File: src/rtl/intersection_pkg.sv
// Shared types and reset constants for the intersection controller slice.
package intersection_pkg;

  typedef enum logic [1:0] {
    PED  = 2'd0,
    UP   = 2'd1,
    DOWN = 2'd2,
    TURN = 2'd3
  } phase_t;

  typedef logic [1:0] prio_t;

  typedef enum logic [1:0] {
    IDLE    = 2'd0,
    GREEN   = 2'd1,
    YELLOW  = 2'd2,
    ALL_RED = 2'd3
  } sched_state_t;

  localparam prio_t RST_PRIO_PED  = 2'd0;
  localparam prio_t RST_PRIO_UP   = 2'd1;
  localparam prio_t RST_PRIO_DOWN = 2'd2;
  localparam prio_t RST_PRIO_TURN = 2'd3;

endpackage

File: src/rtl/priority_rotator.sv
// Least-recently-served rotation: served phase drops to 3, phases ranked below it move up one.
module priority_rotator
  import intersection_pkg::*;
(
  input  prio_t [3:0] prio_cur,
  input  phase_t      served,
  output prio_t [3:0] prio_next
);

  prio_t p_served;

  always_comb begin
    prio_next = prio_cur;
    p_served  = prio_cur[served];
    for (int i = 0; i < 4; i++) begin
      if (i == int'(served))
        prio_next[i] = 2'd3;
      else if (prio_cur[i] > p_served)
        prio_next[i] = prio_cur[i] - 2'd1;
    end
  end

endmodule

File: src/rtl/phase_scheduler.sv
// Request latching, green/yellow/all-red sequencing and LRS priority generation for four phases.
//   state   | meaning
//   IDLE    | no phase served, waiting for any pending request
//   GREEN   | current phase has right of way
//   YELLOW  | current phase clearing
//   ALL_RED | inter-phase clearance; phase_done on its last cycle
module phase_scheduler
  import intersection_pkg::*;
#(
  parameter int MIN_GREEN    = 8,
  parameter int MAX_GREEN    = 32,
  parameter int YELLOW_TIME  = 3,
  parameter int ALL_RED_TIME = 2,
  parameter int CNT_W        = 6
) (
  input  logic       clock,
  input  logic       reset,
  input  logic       req_pedestrian,
  input  logic       req_up,
  input  logic       req_down,
  input  logic       req_turn,
  output logic [1:0] priority_pedestrian,
  output logic [1:0] priority_up,
  output logic [1:0] priority_down,
  output logic [1:0] priority_turn,
  output logic [3:0] green,
  output logic [3:0] yellow,
  output logic       phase_done
);

  localparam logic [CNT_W-1:0] MIN_LAST = CNT_W'(MIN_GREEN - 1);
  localparam logic [CNT_W-1:0] MAX_LAST = CNT_W'(MAX_GREEN - 1);
  localparam logic [CNT_W-1:0] YEL_LAST = CNT_W'(YELLOW_TIME - 1);
  localparam logic [CNT_W-1:0] AR_LAST  = CNT_W'(ALL_RED_TIME - 1);

  sched_state_t     state, state_nxt;
  phase_t           phase, sel;
  logic [CNT_W-1:0] timer;
  logic [3:0]       pending, pending_nxt, req_v, phase_mask;
  prio_t [3:0]      prio, prio_rot;
  logic             grant, rotate, other_pending, found;

  assign req_v         = {req_turn, req_down, req_up, req_pedestrian};
  assign phase_mask    = 4'b0001 << phase;
  assign other_pending = |(pending & ~phase_mask);

  // Lowest priority value among pending phases wins; values are a permutation so no ties.
  always_comb begin
    sel   = PED;
    found = 1'b0;
    for (int i = 0; i < 4; i++) begin
      if (pending[i] && (!found || prio[i] < prio[sel])) begin
        sel   = phase_t'(i);
        found = 1'b1;
      end
    end
  end

  always_comb begin
    state_nxt = state;
    grant     = 1'b0;
    rotate    = 1'b0;
    case (state)
      IDLE: begin
        if (|pending) begin
          state_nxt = GREEN;
          grant     = 1'b1;
        end
      end
      GREEN: begin
        if ((timer >= MIN_LAST && other_pending) || timer == MAX_LAST) begin
          state_nxt = YELLOW;
          rotate    = 1'b1;
        end
      end
      YELLOW: begin
        if (timer == YEL_LAST) state_nxt = ALL_RED;
      end
      ALL_RED: begin
        if (timer == AR_LAST) begin
          if (|pending) begin
            state_nxt = GREEN;
            grant     = 1'b1;
          end else begin
            state_nxt = IDLE;
          end
        end
      end
      default: state_nxt = IDLE;
    endcase
  end

  // Requests for the phase holding the road are dropped; a grant clears its own bit last.
  always_comb begin
    if (state == GREEN || state == YELLOW)
      pending_nxt = pending | (req_v & ~phase_mask);
    else
      pending_nxt = pending | req_v;
    if (grant) pending_nxt[sel] = 1'b0;
  end

  priority_rotator u_rotator (
    .prio_cur  (prio),
    .served    (phase),
    .prio_next (prio_rot)
  );

  always_ff @(posedge clock) begin
    if (!reset) begin
      state   <= IDLE;
      phase   <= PED;
      timer   <= '0;
      pending <= '0;
      prio    <= {RST_PRIO_TURN, RST_PRIO_DOWN, RST_PRIO_UP, RST_PRIO_PED};
    end else begin
      state   <= state_nxt;
      pending <= pending_nxt;
      if (grant) phase <= sel;
      if (state_nxt != state)
        timer <= '0;
      else if (timer != '1)
        timer <= timer + 1'b1;
      if (rotate) prio <= prio_rot;
    end
  end

  assign green      = (state == GREEN)  ? phase_mask : 4'b0000;
  assign yellow     = (state == YELLOW) ? phase_mask : 4'b0000;
  assign phase_done = (state == ALL_RED) && (timer == AR_LAST);

  assign priority_pedestrian = prio[PED];
  assign priority_up         = prio[UP];
  assign priority_down       = prio[DOWN];
  assign priority_turn       = prio[TURN];

endmodule

File: config.mk
export PLATFORM = sky130hd
export DESIGN_NAME = phase_scheduler
export DESIGN_NICKNAME = d
export VERILOG_FILES = /design/src/rtl/intersection_pkg.sv /design/src/rtl/priority_rotator.sv /design/src/rtl/phase_scheduler.sv
export SDC_FILE = /design/constraint.sdc
export NUM_CORES = 1
export LEC_CHECK = 0
export CAP_MARGIN = 20
export CORE_ASPECT_RATIO = 0.5
export CORE_MARGIN = 2
export CORE_UTILIZATION = 40
export CTS_BUF_LIST = sky130_fd_sc_hd__clkbuf_4 sky130_fd_sc_hd__clkbuf_8
export DETAILED_ROUTE_END_ITERATION = 8
export RECOVER_POWER = 25
export SETUP_SLACK_MARGIN = 0.1
export SYNTH_ARGS = -nofsm -noshare
export SYNTH_HDL_FRONTEND = slang
export SYNTH_HIERARCHICAL = 1
export SYNTH_SLANG_ARGS = --single-unit
File: constraint.sdc
create_clock -name clock -period 4.5 [get_ports clock]
set_input_delay 0.9 -clock clock [delete_from_list [all_inputs] [get_ports clock]]
set_output_delay 0.9 -clock clock [all_outputs]
set_load 0.01 [all_outputs]
==> metrics.csv <==
stage,metric,value,unit
synthesis,Synth Flop Type,dfxtp_1,
worst_setup_path,Setup crit start,priority_pedestrian[1]$_SDFFE_PN0P_,
synthesis,Compound-Gate Fraction of Synth Area,0.273,
die,Initial Utilization,0.412,
grt,first-pass GRT wire length,8.16,mm
worst_hold_path,min-delay worst type,reg2reg,
worst_hold_path,min-delay src,priority_down[0]$_SDFFE_PN0P_,
synthesis,Cells after Synth,249,
worst_setup_path,Critical Path End,pending[0]$_SDFF_PN0_,
synthesis,XOR/XNOR Fraction of Synth Area,0.0260,
clocking,clk sinks,22,
die,I/O pin count,23,
sta,clk_skew,2.75,ps
pwr,peak supply drop,162,uV
sta,RSZ-0062 raised after global routing,no,
pwr,P_leak,0.000917,uW
synthesis,"EDFF count, synth",0,
clocking,clock transition at the registers of the reported paths,90,ps
route,total wire length,4.96,mm
pwr,Switching Share,0.449,
sta,fmax,252,MHz
route,DRT iter0 DRCs,66,
synthesis,Post-Synth Adder-Cell Area,0.111,
layout,ratio of cells with drive above 1 in the final layout,0.0714,
die,Die ar.,0.00568,mm^2
layout,Final Instance Area,0.00232,mm^2
die,Die Span X,105,um
pwr,P_int,536,uW
clocking,CTS buffer count,3,
grt,vias in the first global route,1617,
synthesis,yosys warns,6,
status,status,completed,
grt,grt ovf,0,
clocking,PostCTS Resize Cnt,0,
clocking,Clock Tree Buf Depth,2,
worst_setup_path,Crit Path Class,reg2reg,
synthesis,Syn Area/Cell,8.13,um^2
clocking,CTS Root Cell,clkbuf_8,
route,number of detailed-route iterations in the first pass,4,
placement,DP HPWL,3.57,mm
synthesis,Synth async-reset ratio,0,
synthesis,"flops & latches, synth",22,
worst_setup_path,CP Launch Type,register,
route,mean routed wirelength per cell,14.8,um
worst_setup_path,worst reg2reg endpoint,pending[0]$_SDFF_PN0_,
run,MaxCap Viol Count,0,
sta,Final Hold Vio Count,0,
sta,final-report setup violation count,0,
worst_setup_path,CP Max Fanout,7,
placement,placed inst area,0.00226,mm^2
pwr,Clk pwr share,0.155,
grt,pin count of the biggest net entering global routing,22,
placement,Port Buffers,22,
worst_setup_path,Worst EP required,4700,ps
layout,fin util,0.472,
synthesis,"top cells by count, synth","nand2_1, dfxtp_1, inv_1, ha_1, o21ai_0",
synthesis,synthesized area,0.00202,mm^2
route,DR vias/cell,5.58,
die,Core Region,0.00491,mm^2
pwr,Reg power frac,0.299,
die,die span in y,54.3,um
synthesis,sequential share of the synthesized area,0.218,
grt,antenna violations before repair,0,
synthesis,main combinational cell family by area after synthesis,compound AO/OA/AOI/OAI gates,
layout,"Net count, final",291,
layout,Ant. Diodes,0,
clocking,CTS tree,done,
worst_setup_path,crit end category,register,
placement,dpl cells,332,
route,Detail Route Antenna Nets,0,
pwr,pwr dens,420,mW/mm^2
synthesis,most frequent cell after synthesis,nand2_1,
grt,Tot GR Track Use,0.181,
sta,final worst path period need,3970,ps
layout,Layout area overhead,14.5,%
pwr,power share of the combinational group,0.546,
placement,Placer Congestion,0.806,
clocking,postcts setup bufs,0,
clocking,Post-CTS Hold Buffers,0,
sta,final hold slack,540,ps
worst_setup_path,Worst R2R Start,priority_pedestrian[1]$_SDFFE_PN0P_,
sta,slew at the pin closest to its max-slew limit,794,ps
sta,Worst slew margin,0.469,
worst_setup_path,r2r setup slk,530,ps
synthesis,post-synthesis simple-gate area fraction,0.234,
layout,Layout Cells excl Fill,336,
synthesis,Syn Nets,273,
synthesis,Netlist cell types,65,
worst_setup_path,r2r worst-path depth,18,
sta,setup TNS,0,ps
synthesis,mux cell area share after synthesis,0.0594,
clocking,H-tree lvl count,1,
die,num rows,18,
synthesis,cell taking the most area after synthesis,dfxtp_1,
sta,crit share post-route,0.883,
synthesis,Yosys top cell area share,0.218,
layout,Fillers,519,
route,residual DRC count,0,
route,via count,1875,
clocking,clock latency on the worst-skew pair,270,ps
worst_setup_path,WP data arrival,4170,ps
sta,Max Slew Vio Count,0,
synthesis,top post-synthesis cells by area,"dfxtp_1, ha_1, nand2_1, o211ai_1, o21ai_0",
pwr,Psw,437,uW
## final cells by class
| cell class | instances | area [um^2] | area share |
|---|---|---|---|
| clock buffers | 4 | 55.1 | 0.0238 |
| inverters | 19 | 71.3 | 0.0308 |
| multi-input cells | 197 | 1430 | 0.616 |
| flip-flops and latches | 22 | 440 | 0.190 |
| well taps | 70 | 87.6 | 0.0378 |
| repair buffers | 24 | 235 | 0.102 |
## power by group through the flow
stage	Sequential, uW	Clock [uW]	Combinational (uW)
6_report	291	151	531
5_1_grt	299	165	604
4_1_cts	289	158	527
3_5_place_dp	293	0	523
3_3_place_gp	294	0	516
2_1_floorplan	262	0	413
## how the worst min path moves through the flow
stage,to,depth (start not counted)
detailed placement,priority_down[0]$_SDFFE_PN0P_,2
global route,priority_down[0]$_SDFFE_PN0P_,2
floorplan,priority_down[0]$_SDFFE_PN0P_,2
global placement,priority_down[0]$_SDFFE_PN0P_,2
finish,priority_down[0]$_SDFFE_PN0P_,2
CTS,priority_down[0]$_SDFFE_PN0P_,2
## cell families (layout without fill, tap and decap cells)
family | count (synthesis) | count (layout)
compound gates | 78 | 78
xor+xnor | 6 | 6
fa+ha+maj | 18 | 18
buf+inv | 30 | 47
flops | 22 | 22
mux | 9 | 9
simple gates | 86 | 86
## sequential cells by signal (all words and copies together) (netlist names)
signal	flops
priority_down	2
priority_pedestrian	2
state	2
pending	4
priority_turn	2
timer	6
phase	2
priority_up	2
## per-stage QoR
step / setup slack, ps / total power, uW
final: 526 / 973
after global routing: 122 / 1070
after CTS: 260 / 974
after detailed placement: 302 / 816
after global placement: 590 / 810
after floorplan: 868 / 675
## per-layer routing
layer	share of wire	GRT usage	vias to the layer above	routed length (um)
met5	0	0	-	0
li1	-	-	952	-
met2	0.43	0.296	27	2150
met1	0.54	0.258	892	2650
met3	0.025	0.0321	4	124
met4	0.0056	0.0333	0	28
## cells in the final DEF (no fill, tap or decap), types with 3 or more instances in the layout
| master | n |
|---|---|
| nand2_1 | 26 |
| dfxtp_1 | 22 |
| inv_1 | 19 |
| ha_1 | 18 |
| o21ai_0 | 15 |
| clkdlybuf4s50_1 | 14 |
| o211ai_1 | 13 |
| a21oi_1 | 12 |
| nor2_1 | 11 |
| nand3_1 | 9 |
| and2_1 | 8 |
| dlygate4sd3_1 | 8 |
| mux2i_1 | 6 |
| nor2b_1 | 5 |
| a31oi_1 | 4 |
| a2111oi_1 | 4 |
| clkbuf_8 | 4 |
| xor2_1 | 4 |
| nand2b_1 | 3 |
| o31ai_1 | 3 |
| nor3_1 | 3 |
| o21a_1 | 3 |
| a21boi_0 | 3 |
## worst max-delay path: stages (launching register included)
cell and delay (ps):
dfxtp_1 460, inv_1 70, ha_1 310, a21oi_1 80, o21ai_2 190, mux2i_1 290
ha_1 270, o22ai_1 190, nand2_1 80, o31ai_1 140, inv_1 150, mux2_2 300
ha_1 170, nand2b_1 180, a211o_1 290, o32ai_1 300, nor4b_1 100, buf_4 170
a31oi_1 160
Note: power is estimated with default switching activity, not from simulation.
